File: config.mk
export PLATFORM = sky130hd
export DESIGN_NAME = dmem_mmio
export DESIGN_NICKNAME = d
export VERILOG_FILES = /design/src/rtl/dmem_mmio.sv
export SDC_FILE = /design/constraint.sdc
export NUM_CORES = 2
export LEC_CHECK = 0
export BUFFER_PORTS_ARGS = -buffer_cell sky130_fd_sc_hd__buf_2
export CAP_MARGIN = 20
export CORE_MARGIN = 2
export CORE_UTILIZATION = 40
export CTS_CLUSTER_DIAMETER = 60
export CTS_CLUSTER_SIZE = 20
export DETAILED_ROUTE_END_ITERATION = 10
export SETUP_SLACK_MARGIN = 0.4
export SLEW_MARGIN = 10
export SYNTH_ARGS = -nofsm -noshare
export SYNTH_HDL_FRONTEND = slang
export SYNTH_SLANG_ARGS = --single-unit
export TNS_END_PERCENT = 5
File: constraint.sdc
create_clock -name clk -period 7.3 [get_ports clk]
set_clock_uncertainty 0.05 [all_clocks]
set_input_delay 1.095 -clock clk [delete_from_list [all_inputs] [get_ports clk]]
set_output_delay 1.095 -clock clk [all_outputs]
set_load 0.01 [all_outputs]
File: src/rtl/dmem_mmio.sv
// dmem_mmio: data-memory responder for the single-cycle MIPS core.
// Word RAM at the bottom of the address space plus a peripheral page at
// 0xFFFF_0000: GPIO output register, free-running cycle counter and an
// optional FIFO-buffered 8N1 UART transmitter (enabled by DMEM_UART_EN).
// Reads are combinational; writes commit on the rising edge of clk.
//
// Transmitter states:
//   state   | meaning
//   S_IDLE  | line high, waiting for a byte in the FIFO
//   S_START | start bit (low) for CLKS_PER_BIT cycles
//   S_DATA  | 8 data bits, LSB first, CLKS_PER_BIT cycles each
//   S_STOP  | stop bit (high); may chain straight into the next frame
module dmem_mmio #(
   parameter int DEPTH        = 64,
   parameter int FIFO_DEPTH   = 4,
   parameter int CLKS_PER_BIT = 16
) (
   input  logic        clk,
   input  logic        reset,
   input  logic        we,
   input  logic [31:0] a,
   input  logic [31:0] wd,
   output logic [31:0] rd,
   output logic [7:0]  gpio_out,
   output logic        uart_tx
);

   localparam int AW = $clog2(DEPTH);

   localparam logic [31:0] GPIO_ADDR  = 32'hFFFF_0000;
   localparam logic [31:0] CNT_ADDR   = 32'hFFFF_0004;
   localparam logic [31:0] UDATA_ADDR = 32'hFFFF_0008;
   localparam logic [31:0] USTAT_ADDR = 32'hFFFF_000C;

   if (DEPTH < 1 || (DEPTH & (DEPTH - 1)) != 0 || FIFO_DEPTH < 2 ||
       (FIFO_DEPTH & (FIFO_DEPTH - 1)) != 0 || CLKS_PER_BIT < 2) begin : g_bad_cfg
      $error("dmem_mmio: illegal DEPTH/FIFO_DEPTH/CLKS_PER_BIT");
   end

   logic [31:0] mem [DEPTH];
   logic [31:0] a_word;
   logic [31:0] cycle_cnt;
   logic        ram_sel;
   logic        gpio_sel;
   logic        cnt_sel;

   // byte offset bits are irrelevant: every access is a full word
   assign a_word   = a & ~32'h3;
   assign ram_sel  = a_word < 32'(DEPTH * 4);
   assign gpio_sel = a_word == GPIO_ADDR;
   assign cnt_sel  = a_word == CNT_ADDR;

   // RAM write port; contents deliberately survive reset
   always_ff @(posedge clk) begin
      if (we && ram_sel) mem[a_word[AW+1:2]] <= wd;
   end

   // GPIO output register
   always_ff @(posedge clk) begin
      if (!reset)                gpio_out <= 8'h00;
      else if (we && gpio_sel)   gpio_out <= wd[7:0];
   end

   // free-running cycle counter, loadable by the core
   always_ff @(posedge clk) begin
      if (!reset)                cycle_cnt <= 32'h0;
      else if (we && cnt_sel)    cycle_cnt <= wd;
      else                       cycle_cnt <= cycle_cnt + 32'h1;
   end

`ifdef DMEM_UART_EN
   localparam int PW = $clog2(FIFO_DEPTH);
   localparam int TW = $clog2(CLKS_PER_BIT);
   localparam logic [PW:0]   FIFO_FULL_CNT = FIFO_DEPTH[PW:0];
   localparam logic [TW-1:0] TMR_LAST      = TW'(CLKS_PER_BIT - 1);

   localparam logic [1:0] S_IDLE  = 2'd0;
   localparam logic [1:0] S_START = 2'd1;
   localparam logic [1:0] S_DATA  = 2'd2;
   localparam logic [1:0] S_STOP  = 2'd3;

   logic [7:0]    fifo_mem [FIFO_DEPTH];
   logic [PW-1:0] wr_ptr;
   logic [PW-1:0] rd_ptr;
   logic [PW:0]   fifo_cnt;
   logic          fifo_full;
   logic          fifo_empty;
   logic          push;
   logic          pop;
   logic [1:0]    state;
   logic [TW-1:0] bit_tmr;
   logic [2:0]    bit_idx;
   logic [7:0]    shift;
   logic          bit_end;
   logic          udata_sel;
   logic          ustat_sel;
   logic [31:0]   uart_status;

   assign udata_sel  = a_word == UDATA_ADDR;
   assign ustat_sel  = a_word == USTAT_ADDR;
   assign fifo_full  = fifo_cnt == FIFO_FULL_CNT;
   assign fifo_empty = fifo_cnt == '0;
   assign bit_end    = bit_tmr == TMR_LAST;

   // a byte leaves the FIFO when idle, or at the very end of a stop bit
   assign pop  = !fifo_empty && (state == S_IDLE || (state == S_STOP && bit_end));
   // a full FIFO still takes the byte when a slot frees on the same edge
   assign push = we && udata_sel && (!fifo_full || pop);

   assign uart_status = {21'b0, 4'(fifo_cnt), 4'b0, (state != S_IDLE), fifo_empty, fifo_full};

   // FIFO storage; stale entries are harmless since occupancy gates reads
   always_ff @(posedge clk) begin
      if (push) fifo_mem[wr_ptr] <= wd[7:0];
   end

   // FIFO pointers and occupancy
   always_ff @(posedge clk) begin
      if (!reset) begin
         wr_ptr   <= '0;
         rd_ptr   <= '0;
         fifo_cnt <= '0;
      end else begin
         if (push) wr_ptr <= wr_ptr + 1'b1;
         if (pop)  rd_ptr <= rd_ptr + 1'b1;
         case ({push, pop})
            2'b10:   fifo_cnt <= fifo_cnt + 1'b1;
            2'b01:   fifo_cnt <= fifo_cnt - 1'b1;
            default: fifo_cnt <= fifo_cnt;
         endcase
      end
   end

   // transmitter sequencing; reset aborts any frame in flight
   always_ff @(posedge clk) begin
      if (!reset) begin
         state   <= S_IDLE;
         bit_tmr <= '0;
         bit_idx <= '0;
         shift   <= '0;
      end else begin
         case (state)
            S_IDLE: begin
               bit_tmr <= '0;
               if (pop) begin
                  shift <= fifo_mem[rd_ptr];
                  state <= S_START;
               end
            end
            S_START: begin
               if (bit_end) begin
                  bit_tmr <= '0;
                  bit_idx <= '0;
                  state   <= S_DATA;
               end else begin
                  bit_tmr <= bit_tmr + 1'b1;
               end
            end
            S_DATA: begin
               if (bit_end) begin
                  bit_tmr <= '0;
                  shift   <= shift >> 1;
                  if (bit_idx == 3'd7) state <= S_STOP;
                  else                 bit_idx <= bit_idx + 1'b1;
               end else begin
                  bit_tmr <= bit_tmr + 1'b1;
               end
            end
            default: begin
               if (bit_end) begin
                  bit_tmr <= '0;
                  if (pop) begin
                     shift <= fifo_mem[rd_ptr];
                     state <= S_START;
                  end else begin
                     state <= S_IDLE;
                  end
               end else begin
                  bit_tmr <= bit_tmr + 1'b1;
               end
            end
         endcase
      end
   end

   // serial line level follows the frame phase
   always_comb begin
      uart_tx = 1'b1;
      if (state == S_START)     uart_tx = 1'b0;
      else if (state == S_DATA) uart_tx = shift[0];
   end
`else
   assign uart_tx = 1'b1;
`endif

   // combinational read mux; UART data and unmapped addresses read 0
   always_comb begin
      rd = 32'h0;
      if (ram_sel)       rd = mem[a_word[AW+1:2]];
      else if (gpio_sel) rd = {24'b0, gpio_out};
      else if (cnt_sel)  rd = cycle_cnt;
`ifdef DMEM_UART_EN
      else if (ustat_sel) rd = uart_status;
`endif
   end

endmodule

==> impl_metrics.toml <==
[sta]
slew_headroom_pct = 16.4
fmax_mhz = 164
finalWorstSetupSlack_ns = 1.20
setup_viol = 0
tightest_slew_ns = 1.25
rsz0062_at_grt = "false"
finalHoldViolations = 0
final.setup.tns_ns = 0
finalMaxSlewViolations = 0
finalCritPeriodShare_pct = 83.5
layout_min_cycle_time_ns = 6.10
fin_hold_ws_ns = 0.438

[floorplan]
core-area_sq_um = 200000
die_h_um = 453
dieWidth_um = 453
rows = 164
start_util_pct = 40.3
die-area_sq_um = 205000
ios = 108

[power]
irDropWorstVdd_v = 0.000256
p_per_area_nw_per_um2 = 252
p_int_w = 0.0176
seqPwrFrac_pct = 57.7
netSwitchingPower_w = 0.00521
clkPwrFrac_pct = 36.2
p_comb_share_pct = 6.1
p_leak_nw = 28.4
total_power_w = 0.0228
p_sw_share_pct = 22.9

[critical_path]
critical-path-max-stage-delay_ns = 0.76
worst-path-buf-inv = 5
cp_max_fo = 55
r2r_slack_ns = 4.92
r2r_start = "cycle_cnt[8]"
cp.arrival_ns = 4.95
worstPathCellList = "buf_8, clkinv_2, buf_4, buf_4, o211ai_1, o221ai_1, a221oi_1, o21ai_0, a221oi_1, a31oi_1, buf_2"
slowest_stage = "a221oi_1"
critPathKind = "in2out"
cp-startpoint = "a[4]"
cp.required_ns = 6.15
cpLargestDelayFamily = "compound AO/OA/AOI/OAI gates"
critPathCaptureType = "output pin"
cp-start-kind = "input port"

[min_path]
min-delay-start = "gpio_out[3]"
hold_class = "reg2reg"

[clock_tree]
h-tree-depth = 4
cts_tree = "built"
postCtsHoldBufs = 0
cts_resized = 0
numCtsBuffers = 140
cts_buffer_depth = 3
clk_latency_ns = 0.83
post-cts-setup-buffers = 0
cts_sinks = 2088
cts-root-buf = "clkbuf_16"
clkTransAtPathRegs_ns = 0.07

[outcome]
outcome = "complete, no violations"

[logic_synthesis]
synth_cell_types = 65
synth_top_area_share_pct = 76.2
yosys_warnings = 0
postSynthAreaPerCell_sq_um = 18.1
ys_top_cells_by_area = "edfxtp_1, mux4_2, mux2i_1, a221oi_1, mux2_2"
synth_nets = 4540
synth_cells = 4472
synth.most_common_cell = "edfxtp_1"
yosysTopAreaCell = "edfxtp_1"
synth_common_cells = "edfxtp_1, a221oi_1, mux2i_1"
synth-seq-cells = 2088
syn_area_sq_um = 80700
yosysSeqAreaShare_pct = 77.2
ys.flop_type = "edfxtp_1"
synth_edf_count = 2048
async_reset_ff_share_pct = 0

[finish]
nets = 4700
final_core_util_pct = 45.2
n_fill_cell = 17100
drive_gt1_share_pct = 19.7
syn_to_final_growth_pct = 12.1

[drt]
dr_total_vias = 47200
drt_pass1_iterations = 6
wl_per_cell_um = 36.3
drc = 0
via_per_inst = 6.41
drt_first_iter_violations = 7947
ant_nets = 0
wirelength_um = 268000

[placement]
post-place-ws_ns = 1.31
hpwl_um = 155000
place.gp.congestion = 0.869
portBuffers = 104

[global_routing]
grt_pass1_wl_um = 367000
grt_max_degree = 102
grt_use_total_pct = 25.7
first_global_vias = 44500
antenna_found_initial = 14
overflow = 0

[flow_run]
max-cap-violations = 0
-- kinds of logic (layout without fill, tap and decap cells) --
logic type / Yosys count / in the layout / share of synthesized area (%)
AO/OA/AOI/OAI: 968 / 968 / 8.88
AND/OR/NAND/NOR: 523 / 523 / 2.94
adder cells (fa/ha/maj): 1 / 1 / 0.0155
XOR/XNOR: 30 / 30 / 0.325
buffers and inverters: 324 / 566 / 1.64
other: 1 / 3 / 0.00464
flip-flops: 2088 / 2088 / 77.2
multiplexers: 537 / 537 / 9.03
-- metal layers --
metal / part of all wire (%) / wire length (um) / vias to the layer above / GRT usage [%]
met5: 0.033 / 89 / - / 0
met4: 3.8 / 10300 / 12 / 8.90
met3: 11 / 30700 / 463 / 5.49
met2: 46 / 123000 / 3111 / 39.9
met1: 39 / 104000 / 24900 / 35.8
li1: - / - / 18800 / -
-- area by class of cell --
type / count / area, sq um / area share, %
sequential: 2088 / 62300 / 68.8
multi-input combinational: 2060 / 17700 / 19.6
clock buffer: 164 / 3780 / 4.18
tap: 2656 / 3320 / 3.67
timing repair buffer: 336 / 2650 / 2.93
clock inverter: 60 / 693 / 0.766
inverter: 6 / 30.0 / 0.0332
antenna: 2 / 5.00 / 0.00553
-- state kept, by name (all words and copies together), names as in the netlist --
signal / flops
mem: 2048
gpio_out: 8
cycle_cnt: 32
-- worst min-delay path, stage by stage, from the launching register on --
cell and delay [ns]:
dfxtp_1 0.33, nand2_1 0.05, a21boi_0 0.06
-- path summary, 6_finish.rpt --
path                                 endpoint  cells after the start
worst max-delay path                    rd[0]                     11
worst max register to register  cycle_cnt[29]                      7
worst min-delay path              gpio_out[3]                      2
worst min register to register    gpio_out[3]                      2
-- per-stage QoR --
stage               area, sq um  instances
floorplan                 80700       4472
finish                    90500       7372
CTS                       90500       7369
global route              90500       7370
detailed placement        86000       7145
global placement          85900       7140
-- power groups by stage --
stage	registers, W	clock network [W]	logic (W)
after CTS	0.0131	0.00829	0.00136
after global placement	0.0134	0	0.00134
after global routing	0.0131	0.00870	0.00142
final	0.0131	0.00824	0.00139
after detailed placement	0.0134	0	0.00136
after floorplan	0.0134	0	0.000606
-- placed cells by master, fill, tap and decap left out, types with 60 or more instances in the layout --
cell,netlist,final
o21ai_0,116,116
nor2_4,0,68
clkbuf_16,0,148
nand3_1,61,60
mux2i_1,247,247
o22ai_1,90,90
mux4_2,138,138
a22oi_1,182,182
buf_4,2,202
nand2_1,155,154
nor2_1,190,120
edfxtp_1,2048,2048
a221oi_1,251,251
buf_2,83,101
mux2_2,152,152
a21oi_1,115,115
Power figures use the tool's default switching activity.
